<file path="src/rtl/serial_pkg.sv">
// Shared definitions for the position-frame serial link (transmitter and
// receptor_serial): receiver state encoding, frame geometry and line levels.
package serial_pkg;

  typedef enum logic [2:0] {
    RESYNC = 3'd0,
    IDLE   = 3'd1,
    START  = 3'd2,
    DATA   = 3'd3,
    STOP   = 3'd4,
    GAP    = 3'd5
  } state_t;

  localparam int   FRAME_BYTES = 3;
  localparam int   BYTE_BITS   = 8;
  localparam logic START_BIT   = 1'b0;
  localparam logic STOP_BIT    = 1'b1;

endpackage

</file>
<file path="src/rtl/serial_byte_rx.sv">
// Single-byte receiver: start-bit qualification, 8 centre-sampled data bits
// (LSB first) and stop-bit check. Kicked by a one-cycle start pulse on the
// falling edge seen by the parent; reports one registered result per byte.
module serial_byte_rx
  import serial_pkg::*;
#(
  parameter int OVERSAMPLE = 16
) (
  input  logic                 clk,
  input  logic                 rst,
  input  logic                 line,
  input  logic                 start,
  output logic                 byte_done,
  output logic                 byte_ok,
  output logic                 false_start,
  output logic [BYTE_BITS-1:0] data
);

  localparam int CW = $clog2(OVERSAMPLE);
  localparam int IW = $clog2(BYTE_BITS);
  localparam logic [CW-1:0] HALF = CW'(OVERSAMPLE / 2 - 1);
  localparam logic [CW-1:0] LAST = CW'(OVERSAMPLE - 1);
  localparam logic [IW-1:0] LAST_BIT = IW'(BYTE_BITS - 1);

  state_t               st;
  logic [CW-1:0]        bit_cnt;
  logic [IW-1:0]        bit_idx;
  logic [BYTE_BITS-1:0] shift_reg;

  // Byte sequencer; bit_cnt runs a full bit period from the start-bit centre
  // so every later sample lands in the middle of its bit.
  always_ff @(posedge clk) begin
    if (rst) begin
      st          <= IDLE;
      bit_cnt     <= '0;
      bit_idx     <= '0;
      shift_reg   <= '0;
      byte_done   <= 1'b0;
      byte_ok     <= 1'b0;
      false_start <= 1'b0;
    end else begin
      byte_done   <= 1'b0;
      false_start <= 1'b0;
      case (st)
        IDLE: begin
          if (start) begin
            st      <= START;
            bit_cnt <= '0;
          end
        end
        START: begin
          if (bit_cnt == HALF) begin
            bit_cnt <= '0;
            if (line != START_BIT) begin
              // low pulse shorter than half a bit: a glitch, not a byte
              false_start <= 1'b1;
              st          <= IDLE;
            end else begin
              bit_idx <= '0;
              st      <= DATA;
            end
          end else begin
            bit_cnt <= bit_cnt + 1'b1;
          end
        end
        DATA: begin
          bit_cnt <= (bit_cnt == LAST) ? '0 : bit_cnt + 1'b1;
          if (bit_cnt == LAST) begin
            shift_reg <= {line, shift_reg[BYTE_BITS-1:1]};
            bit_idx   <= bit_idx + 1'b1;
            if (bit_idx == LAST_BIT) st <= STOP;
          end
        end
        STOP: begin
          bit_cnt <= (bit_cnt == LAST) ? '0 : bit_cnt + 1'b1;
          if (bit_cnt == LAST) begin
            byte_done <= 1'b1;
            byte_ok   <= (line == STOP_BIT);
            st        <= IDLE;
          end
        end
        default: st <= IDLE;
      endcase
    end
  end

  assign data = shift_reg;

endmodule

</file>
<file path="src/rtl/receptor_serial.sv">
// Serial receptor for the 3-byte (x, y, z) arm position frame. Owns line
// synchronisation, idle detection, inter-byte gap timeout and frame assembly;
// publishes a complete frame atomically with a one-cycle valid strobe.
// Optional build macro RECEPTOR_SERIAL_STATS_EN adds frame_count/error_count.
module receptor_serial
  import serial_pkg::*;
#(
  parameter int OVERSAMPLE       = 16,
  parameter int GAP_TIMEOUT_BITS = 2,
  parameter int RESYNC_BITS      = 12
) (
  input  logic       clk,
  input  logic       rst,
  input  logic       canal_serial,
  output logic [7:0] x,
  output logic [7:0] y,
  output logic [7:0] z,
  output logic       valid,
  output logic       frame_error
`ifdef RECEPTOR_SERIAL_STATS_EN
  ,
  output logic [15:0] frame_count,
  output logic [15:0] error_count
`endif
);

  localparam int TW = $clog2(RESYNC_BITS * OVERSAMPLE + 1);
  localparam logic [TW-1:0] RESYNC_LAST = TW'(RESYNC_BITS * OVERSAMPLE - 1);
  localparam logic [TW-1:0] GAP_LAST    = TW'(GAP_TIMEOUT_BITS * OVERSAMPLE - 1);
  localparam logic [1:0]    LAST_BYTE   = 2'(FRAME_BYTES - 1);

  logic [1:0]           sync;
  logic                 line;
  state_t               state;
  logic [TW-1:0]        tmo_cnt;
  logic [1:0]           byte_idx;
  logic [BYTE_BITS-1:0] shadow0;
  logic [BYTE_BITS-1:0] shadow1;
  logic                 start;
  logic                 byte_done;
  logic                 byte_ok;
  logic                 false_start;
  logic [BYTE_BITS-1:0] rx_data;

  // Two-flop synchroniser; resets to the idle (high) level.
  always_ff @(posedge clk) begin
    if (rst) sync <= 2'b11;
    else     sync <= {sync[0], canal_serial};
  end

  assign line  = sync[1];
  assign start = ((state == IDLE) || (state == GAP)) && (line == START_BIT);

  serial_byte_rx #(
    .OVERSAMPLE(OVERSAMPLE)
  ) u_byte_rx (
    .clk        (clk),
    .rst        (rst),
    .line       (line),
    .start      (start),
    .byte_done  (byte_done),
    .byte_ok    (byte_ok),
    .false_start(false_start),
    .data       (rx_data)
  );

  // Frame-level FSM; START here means the byte receiver is engaged and the
  // top level waits for its verdict.
  always_ff @(posedge clk) begin
    if (rst) begin
      state       <= RESYNC;
      tmo_cnt     <= '0;
      byte_idx    <= '0;
      shadow0     <= '0;
      shadow1     <= '0;
      x           <= '0;
      y           <= '0;
      z           <= '0;
      valid       <= 1'b0;
      frame_error <= 1'b0;
    end else begin
      valid       <= 1'b0;
      frame_error <= 1'b0;
      case (state)
        RESYNC: begin
          // only a high run longer than any in-frame run marks a frame boundary
          if (line != STOP_BIT) begin
            tmo_cnt <= '0;
          end else if (tmo_cnt == RESYNC_LAST) begin
            tmo_cnt <= '0;
            state   <= IDLE;
          end else begin
            tmo_cnt <= tmo_cnt + 1'b1;
          end
        end
        IDLE: begin
          if (start) state <= START;
        end
        START: begin
          if (false_start) begin
            // a glitch between bytes also drops the partial frame, quietly
            byte_idx <= '0;
            state    <= IDLE;
          end else if (byte_done) begin
            if (!byte_ok) begin
              frame_error <= 1'b1;
              byte_idx    <= '0;
              tmo_cnt     <= '0;
              state       <= RESYNC;
            end else if (byte_idx == LAST_BYTE) begin
              x        <= shadow0;
              y        <= shadow1;
              z        <= rx_data;
              valid    <= 1'b1;
              byte_idx <= '0;
              state    <= IDLE;
            end else begin
              if (byte_idx == 2'd0) shadow0 <= rx_data;
              else                  shadow1 <= rx_data;
              byte_idx <= byte_idx + 1'b1;
              tmo_cnt  <= '0;
              state    <= GAP;
            end
          end
        end
        GAP: begin
          if (start) begin
            state <= START;
          end else if (tmo_cnt == GAP_LAST) begin
            frame_error <= 1'b1;
            byte_idx    <= '0;
            tmo_cnt     <= '0;
            state       <= IDLE;
          end else begin
            tmo_cnt <= tmo_cnt + 1'b1;
          end
        end
        default: state <= RESYNC;
      endcase
    end
  end

`ifdef RECEPTOR_SERIAL_STATS_EN
  // Free-running event counters, wrapping naturally at 16 bits.
  always_ff @(posedge clk) begin
    if (rst) begin
      frame_count <= '0;
      error_count <= '0;
    end else begin
      if (valid)       frame_count <= frame_count + 16'd1;
      if (frame_error) error_count <= error_count + 16'd1;
    end
  end
`endif

endmodule

</file>
<file path="config.mk">
export PLATFORM = sky130hd
export DESIGN_NAME = receptor_serial
export DESIGN_NICKNAME = d
export VERILOG_FILES = /design/src/rtl/serial_pkg.sv /design/src/rtl/serial_byte_rx.sv /design/src/rtl/receptor_serial.sv
export SDC_FILE = /design/constraint.sdc
export NUM_CORES = 1
export LEC_CHECK = 0
export CAP_MARGIN = 20
export CORE_MARGIN = 5
export CORE_UTILIZATION = 51
export CTS_BUF_LIST = sky130_fd_sc_hd__clkbuf_4 sky130_fd_sc_hd__clkbuf_8 sky130_fd_sc_hd__clkbuf_16
export CTS_CLUSTER_SIZE = 30
export DETAILED_ROUTE_END_ITERATION = 8
export PLACE_DENSITY = 0.75
export SKIP_CTS_REPAIR_TIMING = 1
export SLEW_MARGIN = 20
export SYNTH_ARGS = -nofsm -noshare
export SYNTH_HDL_FRONTEND = slang
export SYNTH_SLANG_ARGS = --single-unit
</file>
<file path="constraint.sdc">
create_clock -name clk -period 1.6 [get_ports clk]
set_input_delay 0.16 -clock clk [delete_from_list [all_inputs] [get_ports clk]]
set_output_delay 0.16 -clock clk [all_outputs]
set_load 0.01 [all_outputs]
</file>
# --- Yosys cells after proc, flatten, opt, wreduce, memory -nomap -nowiden ---
# Index checks and enable logic that the tools add are counted.
word_totals:
  wordCells: 133
  inputBits: 3
  register_bits: 78
  output_inout_bits: 26
classes:
  addsub: 4
  n_reduce_logical: 23
  n_eq_ne: 29
  mux: 49
  bitwise: 10
op_table:
  columns: ["operator", "count"]
  rows:
  - ["$mux W8", 8]
  - ["$mux W3", 16]
  - ["$pmux W3 S4", 2]
  - ["$pmux W8 S3", 1]
  - ["$reduce_and A5 Y1", 4]
  - ["$mux W2", 7]
  - ["$ne A2 B2 Y1 const B", 7]
  - ["$mux W4", 3]
  - ["$ne A2 B1 Y1 const B", 6]
  - ["$pmux W4 S3", 1]
  - ["$reduce_and A6 Y1", 2]
  - ["$not A1 Y1", 10]
  - ["$eq A3 B2 Y1 const B", 3]
  - ["$eq A3 B3 Y1 const B", 3]
  - ["$add A8 B1 Y8 const B", 1]
  - ["$eq A8 B5 Y1 const B", 1]
  - ["$eq A8 B8 Y1 const B", 1]
  - ["$mux W1", 8]
  - ["$reduce_and A4 Y1", 2]
  - ["$eq A3 B1 Y1 const B", 2]
  - ["$pmux W3 S2", 1]
  - ["$reduce_and A2 Y1", 3]
  - ["$reduce_bool A3 Y1", 2]
  - ["$reduce_or A5 Y1", 1]
  - ["other kinds (18)", 20]

# --- Logic depth before layout (Yosys ltp) ---
# Gate-level depths: netlist (run 1).
depth:
  word_depth: 6
  depth_mapped: 8
  mapped_depth_nobuf: 7

# --- Modules after synthesis ---
# From an unflattened synthesis (run 1), not the netlist that was laid out.
unflattened:
  cells_unflattened: 368
  area_unflattened_um2: 3359.5
modules_own_cells:
  columns: ["mod", "area_each_um2", "instances", "seq_area_each_um2", "cells_per_inst"]
  rows:
  - ["receptor_serial", 2351.0, 1, 1141.1, 257]
  - ["serial_byte_rx", 1008.5, 1, 420.4, 111]

# --- Worst setup path before layout (run 1) ---
# OpenSTA, ideal clock, no wires.
synth_path:
  path_kind: "register to register"
  from: "register tmo_cnt[0]"
  to: "register tmo_cnt[6]"
  arrival_ns: 1.700
  setup_ns: 0.074
  stages_incl_launch_ff: 7
  slack_ns: -0.174
  cell_sequence: "dfxtp_1 -> ha_1 -> nand4_1 -> o21ai_0 -> a22oi_1 -> or4b_1 -> a31oi_1"
synth_between:
  elab_chain_cells: 4
  elab_cells_between_ends: 8
synth_rtl:
  columns: ["item", "line_no", "rtl"]
  rows:
  - ["start, declared", "receptor_serial.sv:35", "logic [TW-1:0] tmo_cnt;"]
  - ["start signal, assigned", "receptor_serial.sv:93", "tmo_cnt <= tmo_cnt + 1'b1;"]
  - ["start signal, assigned", "receptor_serial.sv:135", "tmo_cnt <= tmo_cnt + 1'b1;"]
  - ["$add A8 B1 Y8 (tied with other cells)", "receptor_serial.sv:93, receptor_serial.sv:135", null]
  - ["$mux W8 (on tied branches)", "receptor_serial.sv:129, receptor_serial.sv:89", null]
  - ["$mux W8 (on tied branches)", "receptor_serial.sv:127, receptor_serial.sv:87", null]
  - ["$pmux W8 S3 *", "receptor_serial.sv:84", "case (state)"]
# Mark *: on every way between the ends. The rest lies on a longest branch, timed or not. The select of a mux whose other input is x is not followed.
# A chain may end at the register's enable or synchronous reset.

# --- Worst setup path after layout (run 1) ---
# Same ends and word-level chain as after synthesis.

==> results of run 1 <==
[registers in the layout (all words and copies together), names as in the netlist, 2 cells and up]
signal             cells
shadow0                8
u_byte_rx.data         8
byte_idx               2
z                      8
u_byte_rx.st           3
x                      8
y                      8
u_byte_rx.bit_idx      3
sync                   2
u_byte_rx.bit_cnt      4
shadow1                8
state                  3
tmo_cnt                8
[critical path, stage by stage (launching register included)]
cell,delay (ps)
dfxtp_4,370
ha_4,160
nand4_1,140
o211ai_1,210
a22oi_2,240
or4b_4,480
a31oi_1,130
[final timing paths]
kind,endpoint,slack (ps)
max reg2reg,tmo_cnt[6],-200
min,u_byte_rx.st[0],270
max,tmo_cnt[6],-200
min reg2reg,sync[1],420
[metrics by stage]
step,cells,total power [mW]
floorplan,381,2.33
global placement,500,2.44
detailed placement,500,2.46
CTS,515,3.72
global route,522,3.96
finish,522,3.78
[report_power, final]
group          total, mW  internal [mW]  switching (mW)
clock               1.27          0.551           0.716
combinational      0.457          0.216           0.242
sequential          2.05           1.99          0.0587
[area by class of cell]
type                            count  area [um^2]  area share [%]
Clock buffer                        9          124            2.94
Sequential cell                    78         1580            37.5
Tap cell                           77         96.3            2.29
Multi-Input combinational cell    276         1710            40.7
Clock inverter                      6         38.8           0.922
Timing Repair Buffer               69          633            15.1
Inverter                            7         26.3           0.625
[cell families (layout without fill, tap and decap cells)]
family                     count (synthesis)  after routing  share of synthesized area, %
and+or+nand+nor                          168            169                          24.8
adders and majority gates                  4              4                          1.52
muxes                                     25             25                          7.61
buffers and inverters                     28             91                          4.34
AOI/OAI and AO/OA                         78             78                          14.3
DFF                                       78             78                          47.5
[cell usage after synthesis (2+ instances only)]
master / instances / area, um^2
a211oi_1: 2 / 15.0
a21oi_1: 38 / 190
a22oi_1: 2 / 15.0
a31oi_1: 2 / 12.5
a32oi_1: 3 / 26.3
and4_1: 2 / 17.5
buf_2: 7 / 35.0
buf_6: 2 / 22.5
clkbuf_1: 10 / 37.5
dfxtp_1: 78 / 1560
ha_1: 4 / 50.1
inv_1: 5 / 18.8
mux2i_1: 25 / 250
nand2_1: 65 / 244
nand2b_1: 10 / 62.6
nand3_1: 15 / 75.1
nand3b_1: 2 / 15.0
nand4_1: 7 / 43.8
nor2_1: 39 / 146
nor2b_1: 7 / 43.8
nor3_1: 2 / 10.0
nor3b_1: 3 / 22.5
o21ai_0: 16 / 80.1
o22ai_1: 2 / 12.5
o311ai_0: 2 / 17.5
o31ai_1: 2 / 15.0
or2_2: 3 / 18.8
or3_1: 3 / 18.8
or4b_1: 2 / 20.0
[per-layer routing]
metal | global-route usage (%) | share of wire, % | vias to the layer above
met2 | 29.7 | 48 | 80
met5 | 0 | 0 | -
met3 | 3.33 | 5.2 | 12
met1 | 22.3 | 45 | 1349
met4 | 8.93 | 1.6 | 0
li1 | - | - | 1446
==> summary.txt, run 1 <==
===============================================================================
Result of the run ................................................ finished, violations left
Violated checks .................................................. negative setup slack
Count of flip-flops with a built-in enable after synthesis .......            0
WL per Instance ..................................................      14.8 um
Power density of the placed cells ................................  898 mW/mm^2
P_leak ...........................................................      1.57 nW
Commonest non-fill, non-tap cell in the layout ...................      dfxtp_1
Setup repair after global routing missed its margin ..............          yes
Actual transition at the worst max-transition pin ................       520 ps
DR vias ..........................................................         2887
Fraction of the cycle the final worst path needs .................         113%
Count of different cell masters after synthesis ..................           50
Total Routed Length ..............................................      7700 um
Setup crit start .................................................   tmo_cnt[0]
Initial Util .....................................................        52.1%
Top FF cell, synth ...............................................      dfxtp_1
Area of the core region .......................................... 0.00631 mm^2
Async set-or-reset flop fraction in the synthesized netlist ......           0%
Final WS setup ...................................................      -202 ps
Number of max-slew violations in the final report ................            0
Post-Syn Area per Cell ...........................................    8.63 um^2
Die Span Y .......................................................      90.3 um
Total Die Area ................................................... 0.00816 mm^2
CTS tree .........................................................        built
Number of global-route vias before repair ........................         2764
Post-Route Skew ..................................................      9.99 ps
Port-buffer cells ................................................           28
Buffer type at the clock tree root ...............................     clkbuf_8
Core utilization of the finished layout ..........................        66.6%
Commonest cells after routing, fill and taps aside ............... dfxtp_1, nand2_1, nor2_1
First-iteration detailed-routing DRC count .......................          198
Total of flip-flops plus latches after synthesis .................           78
Number of vias per cell after detailed routing ...................         5.53
Launch point of the worst reg-to-reg path ........................   tmo_cnt[0]
Setup WS pre-CTS .................................................      -199 ps
Max Root-Sink Buffers ............................................            2
Total number of nets in the final design .........................          448
Detailed-routing iteration count for the pre-antenna-repair pass .            5
Share of post-route cells with drive strength above 1 ............        21.1%
Post-route cell area ............................................. 0.00421 mm^2
Post-route DRC ...................................................            0
Peak clock frequency supported by timing .........................      555 MHz
Number of nets with antenna violations after routing .............            0
Filler cell count in the final layout ............................          506
Number of max-capacitance violations reported ....................            0
Clock buffers created by TritonCTS ...............................            9
Placer Congestion ................................................        0.817
Netlist Area Pre-Place ........................................... 0.00329 mm^2
Dpl cell area .................................................... 0.00384 mm^2
Synthesis warning total ..........................................            0
Post-detail-place hpwl ...........................................      4790 um
Crit Path Category ...............................................   reg -> reg
Sum of negative setup slack ......................................      -971 ps
Post-Syn Instances ...............................................          381
Startpoint Class .................................................         flop
Grt total ovfl ...................................................            0
First-pass GRT wire length .......................................     12300 um
X dimension of the die ...........................................      90.3 um
Count of pins on the block boundary ..............................           29
Total GRT Usage ..................................................        18.0%
Rows .............................................................           29
Highest ir drop seen on vdd ......................................       753 uV
Antenna cells ....................................................            0
Smallest hold slack ..............................................       274 ps
R2R depth ........................................................            6
Maximum fanout along the worst path ..............................            5
TritonCTS Sinks ..................................................           78
Crit path DAT ....................................................      2080 ps
Startpoint of the lowest-slack hold path .........................          rst
Final critical path time including I/O delays and setup ..........      1800 ps
Maximum level of the CTS H-tree ..................................            3
Finish-stage setup viols .........................................            8
Total nets after synthesis .......................................          388
Worst EP required ................................................      1870 ps
Clock Pin Slew Worst Setup and Hold Paths ........................        80 ps
Largest net degree at the start of global routing ................           52
CP Capture Type ..................................................         flop
Instance count along the most critical hold path .................            4
Kind of path behind the tightest hold check ......................    in -> reg
Slew margin rel. .................................................        65.3%
Growth of design area from synthesis to finish ...................        27.9%
Register area share after synthesis ..............................        47.5%
Insertion delay of the later-clocked pin in the worst-skew pair ..       350 ps
Initial antenna violation count ..................................            0
Total count of hold-check failures in the final report ...........            0
===============================================================================
Note: power is estimated with default switching activity, not from simulation.
==> run 2, diff against run 1 <==
--- a/config.mk
+++ b/config.mk
@@ -16,4 +16,5 @@
 export SLEW_MARGIN = 20
 export SYNTH_ARGS = -nofsm -noshare
 export SYNTH_HDL_FRONTEND = slang
+export SYNTH_HIERARCHICAL = 1
 export SYNTH_SLANG_ARGS = --single-unit
==> run 2 against run 1 <==
Compared with the run above: the run still ends with negative setup slack left; critical path depth unchanged; sequential share of layout area fell by 2.1 points; non-clock buffer count up 13; sequential power fell by 4%; combinational power decreased by 77%; utilization grew 3.1 points; die area up 1.9%; synthesized area up 2.1%; wire length rose by 7.1%; via count increased by 1.3%; maximum frequency increased by 5.3%.
==> summary.txt, run 2 <==
===============================================================================
Result of the run ................................................ finished, violations left   unchanged
Violated checks .................................................. negative setup slack   unchanged
Total Die Area ................................................... 0.00831 mm^2   was 0.00816 mm^2
Final WS setup ...................................................      -111 ps   was -202 ps
Share of post-route cells with drive strength above 1 ............        26.0%   was 21.1%
Clock buffers created by TritonCTS ...............................            9   unchanged
Total of flip-flops plus latches after synthesis .................           78   unchanged
CP Capture Type ..................................................         flop   unchanged
WL per Instance ..................................................      15.7 um   was 14.8 um
First-iteration detailed-routing DRC count .......................          147   was 198
Leading cell types by total area after synthesis ................. dfxtp_1, mux2i_1, nor2_1, a21oi_1, nand2_1   was dfxtp_1, mux2i_1, nand2_1, a21oi_1, nor2_1
Placer Congestion ................................................        0.886   was 0.817
Slew margin rel. .................................................        69.0%   was 65.3%
Power density of the placed cells ................................  804 mW/mm^2   was 898 mW/mm^2
Crit Path Category ...............................................   reg -> reg   unchanged
Setup repair after global routing missed its margin ..............          yes   unchanged
Total nets after synthesis .......................................          375   was 388
Rows .............................................................           29   unchanged
Commonest cells after routing, fill and taps aside ............... dfxtp_1, nor2_1, buf_4   was dfxtp_1, nand2_1, nor2_1
Post-Syn Instances ...............................................          368   was 381
Total Routed Length ..............................................      8250 um   was 7700 um
Top FF cell, synth ...............................................      dfxtp_1   unchanged
Port-buffer cells ................................................           28   unchanged
Cell type contributing the most total cell area after synthesis ..      dfxtp_1   unchanged
Clock Pin Slew Worst Setup and Hold Paths ........................        90 ps   was 80 ps
TritonCTS Sinks ..................................................           78   unchanged
Commonest non-fill, non-tap cell in the layout ...................      dfxtp_1   unchanged
Largest net degree at the start of global routing ................           33   was 52
Fraction of the cycle the final worst path needs .................         107%   was 113%
Highest ir drop seen on vdd ......................................       867 uV   was 753 uV
Total number of nets in the final design .........................          449   was 448
Register area share after synthesis ..............................        46.5%   was 47.5%
Top cells by count, synth ........................................ dfxtp_1, nor2_1, mux2i_1   was dfxtp_1, nand2_1, nor2_1
Post-route cell area ............................................. 0.00445 mm^2   was 0.00421 mm^2
Initial Util .....................................................        52.6%   was 52.1%
P_leak ...........................................................      1.88 nW   was 1.57 nW
Storage cell area ................................................ 0.00157 mm^2   was 0.00158 mm^2
Count of pins on the block boundary ..............................           29   unchanged
Dominant cell by count in the synthesized netlist ................      dfxtp_1   unchanged
Number of vias per cell after detailed routing ...................         5.58   was 5.53
Antenna cells ....................................................            0   unchanged
Post-Syn Area per Cell ...........................................    9.13 um^2   was 8.63 um^2
Post-route DRC ...................................................            0   unchanged
Total count of hold-check failures in the final report ...........            0   unchanged
Async set-or-reset flop fraction in the synthesized netlist ......           0%   unchanged
Multi-input logic area ........................................... 0.00180 mm^2   was 0.00171 mm^2
Non-filler instance count after layout ...........................          524   was 522
Total placed cells including tap cells ...........................          498   was 500
Max Root-Sink Buffers ............................................            2   unchanged
Filler cell count in the final layout ............................          471   was 506
First-pass GRT wire length .......................................     12800 um   was 12300 um
Initial antenna violation count ..................................            0   unchanged
Count of different cell masters after synthesis ..................           52   was 50
Die Span Y .......................................................      91.2 um   was 90.3 um
Dpl cell area .................................................... 0.00400 mm^2   was 0.00384 mm^2
Netlist Area Pre-Place ........................................... 0.00336 mm^2   was 0.00329 mm^2
Growth of design area from synthesis to finish ...................        32.5%   was 27.9%
Synth top area share .............................................        46.5%   was 47.5%
Buffer type at the clock tree root ...............................     clkbuf_8   unchanged
Worst EP required ................................................      1840 ps   was 1870 ps
Number of max-slew violations in the final report ................            0   unchanged
Peak clock frequency supported by timing .........................      584 MHz   was 555 MHz
Post-Route Skew ..................................................      12.2 ps   was 9.99 ps
Smallest hold slack ..............................................       235 ps   was 274 ps
Crit path DAT ....................................................      1950 ps   was 2080 ps
Insertion delay of the later-clocked pin in the worst-skew pair ..       350 ps   about the same
Final critical path time including I/O delays and setup ..........      1710 ps   was 1800 ps
Startpoint Class .................................................         flop   unchanged
X dimension of the die ...........................................      91.2 um   was 90.3 um
Kind of path behind the tightest hold check ......................    in -> reg   unchanged
Post-detail-place hpwl ...........................................      5170 um   was 4790 um
Finish-stage setup viols .........................................           40   was 8
Maximum level of the CTS H-tree ..................................            3   unchanged
Actual transition at the worst max-transition pin ................       459 ps   was 520 ps
CTS tree .........................................................        built   unchanged
Number of nets with antenna violations after routing .............            0   unchanged
Count of flip-flops with a built-in enable after synthesis .......            0   unchanged
Detailed-routing iteration count for the pre-antenna-repair pass .            4   was 5
Number of max-capacitance violations reported ....................            0   unchanged
DR vias ..........................................................         2925   was 2887
Maximum fanout along the worst path ..............................            5   unchanged
Number of global-route vias before repair ........................         2756   was 2764
Area of the core region .......................................... 0.00639 mm^2   was 0.00631 mm^2
Sum of negative setup slack ......................................     -2140 ps   was -971 ps
Total GRT Usage ..................................................        18.5%   was 18.0%
Synthesis warning total ..........................................            6   was 0
Grt total ovfl ...................................................            0   unchanged
===============================================================================
-- run 2: metal layers --
| metal | vias up | GRT usage [%] | share of wire [%] |
|---|---|---|---|
| li1 | 1449 | - | - |
| met1 | 1396 | 24.1 | 47 |
| met2 | 69 | 29.9 | 47 |
| met3 | 11 | 3.88 | 4.3 |
| met4 | 0 | 7.09 | 1.5 |
| met5 | - | 0 | 0 |
-- run 2: cells by family (layout without fill, tap and decap cells) --
logic type	after synthesis	count (layout)	share of synthesized area [%]
and+or+nand+nor	154	154	23.1
DFF	78	78	46.5
AOI/OAI and AO/OA	62	62	11.7
muxes	44	44	13.1
buffers and inverters	26	105	4.06
adders and majority gates	4	4	1.49
-- run 2: where the power goes --
part	leakage (nW)	internal (mW)	switching [mW]	total, mW
registers	0.633	1.95	0.00744	1.96
clock network	0.0925	0.747	0.772	1.52
logic	1.16	0.0427	0.0630	0.106
-- run 2: cell type report --
class,instances,area share (%)
clock buffers,10,2.95
well taps,77,2.16
flip-flops and latches,78,35.4
repair buffers,82,16.9
inverters,7,0.590
clock inverters,6,1.57
multi-input cells,264,40.4
-- run 2: critical path, cell delays in order, from the launching register on --
cell	delay (ps)
dfxtp_2	340
or3b_4	420
o21ai_1	210
o2111ai_2	190
buf_6	180
mux2i_2	180
nor2_1	70
-- run 2: stage by stage --
step	setup slack (ps)	power, mW	utilization (%)
3_5_place_dp	-133	2.09	62.6
5_1_grt	-190	3.70	69.7
2_1_floorplan	-37.5	2.05	-
4_1_cts	-153	3.58	65.8
3_3_place_gp	-28.4	2.09	62.6
6_report	-111	3.58	69.7
-- run 2: worst paths after layout --
check,startpoint,endpoint,slack [ps],cells after the start
hold reg to reg,sync[0],sync[1],420,1
setup / recovery,state[2],shadow0[4],-110,6
setup reg to reg,state[2],shadow0[4],-110,6
hold / removal,rst,state[1],230,2
==> run 3, diff against run 2 <==
--- a/config.mk
+++ b/config.mk
@@ -11,9 +11,9 @@
 export CTS_BUF_LIST = sky130_fd_sc_hd__clkbuf_4 sky130_fd_sc_hd__clkbuf_8 sky130_fd_sc_hd__clkbuf_16
 export CTS_CLUSTER_SIZE = 30
 export DETAILED_ROUTE_END_ITERATION = 8
+export GPL_TIMING_DRIVEN = 0
 export PLACE_DENSITY = 0.75
 export SKIP_CTS_REPAIR_TIMING = 1
-export SLEW_MARGIN = 20
 export SYNTH_ARGS = -nofsm -noshare
 export SYNTH_HDL_FRONTEND = slang
 export SYNTH_HIERARCHICAL = 1
==> run 3 against run 2 <==
Compared with the run above: the run still ends with negative setup slack left; utilization fell by 3.0 points; combinational power decreased by 6%; non-clock buffer count is 19 lower; first-iteration DRC count is 16% lower; global-route usage is 1.2 points lower.
==> summary.txt, run 3 (synthesis results as in run 2) <==
===============================================================================
Result of the run ................................................ finished, violations left   unchanged
Violated checks .................................................. negative setup slack   unchanged
Met3 wire length .................................................       228 um   was 355 um
CP Capture Type ..................................................         flop   unchanged
Worst EP required ................................................      1880 ps   was 1840 ps
Commonest non-fill, non-tap cell in the layout ...................      dfxtp_1   unchanged
Count of pins on the block boundary ..............................           29   unchanged
Startpoint of the lowest-slack hold path ......................... canal_serial   was rst
Post-detail-place hpwl ...........................................      4970 um   was 5170 um
Initial antenna violation count ..................................            0   unchanged
Detailed-routing iteration count for the pre-antenna-repair pass .            5   was 4
Port-buffer cells ................................................           28   unchanged
Insertion delay of the later-clocked pin in the worst-skew pair ..       350 ps   about the same
CP max-delay cell ................................................        or4_4   was or3b_4
Maximum fanout along the worst path ..............................            5   unchanged
Power density of the placed cells ................................  836 mW/mm^2   was 804 mW/mm^2
Die Span Y .......................................................      91.2 um   unchanged
Launch point of the worst reg-to-reg path ........................ u_byte_rx/false_start   was state[2]
Commonest cells after routing, fill and taps aside ............... dfxtp_1, nor2_1, mux2i_1   was dfxtp_1, nor2_1, buf_4
Kind of path behind the tightest hold check ......................    in -> reg   unchanged
Final WS setup ...................................................      -124 ps   was -111 ps
Slew margin rel. .................................................        58.0%   was 69.0%
Largest net degree at the start of global routing ................           16   was 33
Non-filler instance count after layout ...........................          505   was 524
R2r endpoint .....................................................   tmo_cnt[4]   was shadow0[4]
Buffer type at the clock tree root ...............................     clkbuf_8   unchanged
Post-layout total power ..........................................      3.56 mW   was 3.58 mW
Post-Route Skew ..................................................      9.45 ps   was 12.2 ps
X dimension of the die ...........................................      91.2 um   unchanged
Fraction of the cycle the final worst path needs .................         108%   was 107%
Antenna cells ....................................................            0   unchanged
Clock Pin Slew Worst Setup and Hold Paths ........................        90 ps   about the same
First-pass GRT wire length .......................................     12000 um   was 12800 um
Area of the core region .......................................... 0.00639 mm^2   unchanged
Growth of design area from synthesis to finish ...................        26.8%   was 32.5%
CP peak stage delay ..............................................       510 ps   was 420 ps
Met1 Wirelength ..................................................      3550 um   was 3870 um
Hold path endpoint ...............................................      sync[0]   was state[1]
Cell-by-cell listing of the critical path ........................ nand2b_4, a211o_1, a21o_4, or4_4, a21oi_2   was or3b_4, o21ai_1, o2111ai_2, buf_6, mux2i_2, nor2_1
Max Root-Sink Buffers ............................................            2   unchanged
Maximum level of the CTS H-tree ..................................            3   unchanged
Grt total ovfl ...................................................            0   unchanged
TritonCTS Sinks ..................................................           78   unchanged
Initial Util .....................................................        52.6%   unchanged
First-iteration detailed-routing DRC count .......................          124   was 147
Final critical path time including I/O delays and setup ..........      1720 ps   was 1710 ps
Total placed cells including tap cells ...........................          473   was 498
Number of nets with antenna violations after routing .............            0   unchanged
Finish-stage setup viols .........................................           48   was 40
Instance count along the most critical hold path .................            2   unchanged
Total number of nets in the final design .........................          430   was 449
Total GRT Usage ..................................................        17.3%   was 18.5%
Crit path DAT ....................................................      2000 ps   was 1950 ps
Core utilization of the finished layout ..........................        66.7%   was 69.7%
Number of max-slew violations in the final report ................            0   unchanged
P_leak ...........................................................      1.75 nW   was 1.88 nW
Filler cell count in the final layout ............................          520   was 471
Startpoint Class .................................................         flop   unchanged
CTS tree .........................................................        built   unchanged
Number of max-capacitance violations reported ....................            0   unchanged
Met2 wire length .................................................      3820 um   was 3900 um
Number of global-route vias before repair ........................         2515   was 2756
Total Die Area ................................................... 0.00831 mm^2   unchanged
Rows .............................................................           29   unchanged
Crit Path Category ...............................................   reg -> reg   unchanged
Setup repair after global routing missed its margin ..............          yes   unchanged
Share of post-route cells with drive strength above 1 ............        20.8%   was 26.0%
Setup slack of the most critical reg-to-reg path .................      -120 ps   was -110 ps
R2R depth ........................................................            5   was 6
Total count of hold-check failures in the final report ...........            0   unchanged
Clock buffers created by TritonCTS ...............................            9   unchanged
Actual transition at the worst max-transition pin ................       631 ps   was 459 ps
Number of vias per cell after detailed routing ...................         5.59   was 5.58
Post-route DRC ...................................................            0   unchanged
Uppermost routed layer ...........................................         met4   unchanged
Highest ir drop seen on vdd ......................................       673 uV   was 867 uV
Total Routed Length ..............................................      7710 um   was 8250 um
DR vias ..........................................................         2823   was 2925
Placer Congestion ................................................        0.868   was 0.886
WL per Instance ..................................................      15.3 um   was 15.7 um
Peak clock frequency supported by timing .........................      580 MHz   was 584 MHz
===============================================================================
run 3: cell count changes in the layout (fill, tap and decap cells not counted), sizes merged:
cell,delta
buf,-27
clkbuf,+6
clkdlybuf4s50,+1
clkinv,-1
inv,+2
run 3: per-layer routing:
layer  vias to the layer above  GRT usage (%)
met5                         -              0
met4                         0           7.21
met3                        10           3.72
met2                        53           26.6
met1                      1355           23.5
li1                       1405              -
run 3: worst max path at each step:
stage / slack [ps] / start / cells after the start / end
after floorplan: -40 / state[1] / 6 / y[0]
after global placement: -370 / rst / 4 / x[7]
after detailed placement: -400 / rst / 4 / z[0]
after CTS: -270 / tmo_cnt[0] / 7 / shadow0[5]
after global routing: -200 / state[1] / 6 / z[5]
final: -120 / u_byte_rx/false_start / 5 / tmo_cnt[4]
run 3: area by class of cell:
| cell class | count | area [um^2] | area share [%] |
|---|---|---|---|
| plain buffers | 17 | 116 | 2.73 |
| clock buffers | 9 | 124 | 2.91 |
| clock inverters | 7 | 78.8 | 1.85 |
| inverters | 7 | 26.3 | 0.617 |
| multi-input cells | 264 | 1810 | 42.5 |
| flip-flops and latches | 78 | 1590 | 37.4 |
| well taps | 77 | 96.3 | 2.26 |
| repair buffers | 46 | 413 | 9.69 |
run 3: worst max-delay path, delay by kind of cell, from the launching register on:
family	cells	cell delay, ps
simple gates	2	650
compound gates	3	650
flops	1	360
run 3: power breakdown:
group	total [mW]	internal [mW]	switching, mW
combinational	0.100	0.0378	0.0627
sequential	1.95	1.94	0.0118
clock	1.51	0.737	0.772
run 3: per-stage QoR:
| stage | setup WS (ps) | instance area, um^2 | TNS [ps] | hold slack [ps] |
|---|---|---|---|---|
| finish | -124 | 4260 | -3630 | 370 |
| floorplan | -37.5 | 3380 | -721 | 264 |
| global route | -198 | 4260 | -8080 | 360 |
| detailed placement | -397 | 3760 | -13900 | 404 |
| global placement | -374 | 3760 | -12850 | 392 |
| CTS | -275 | 3960 | -11380 | 357 |
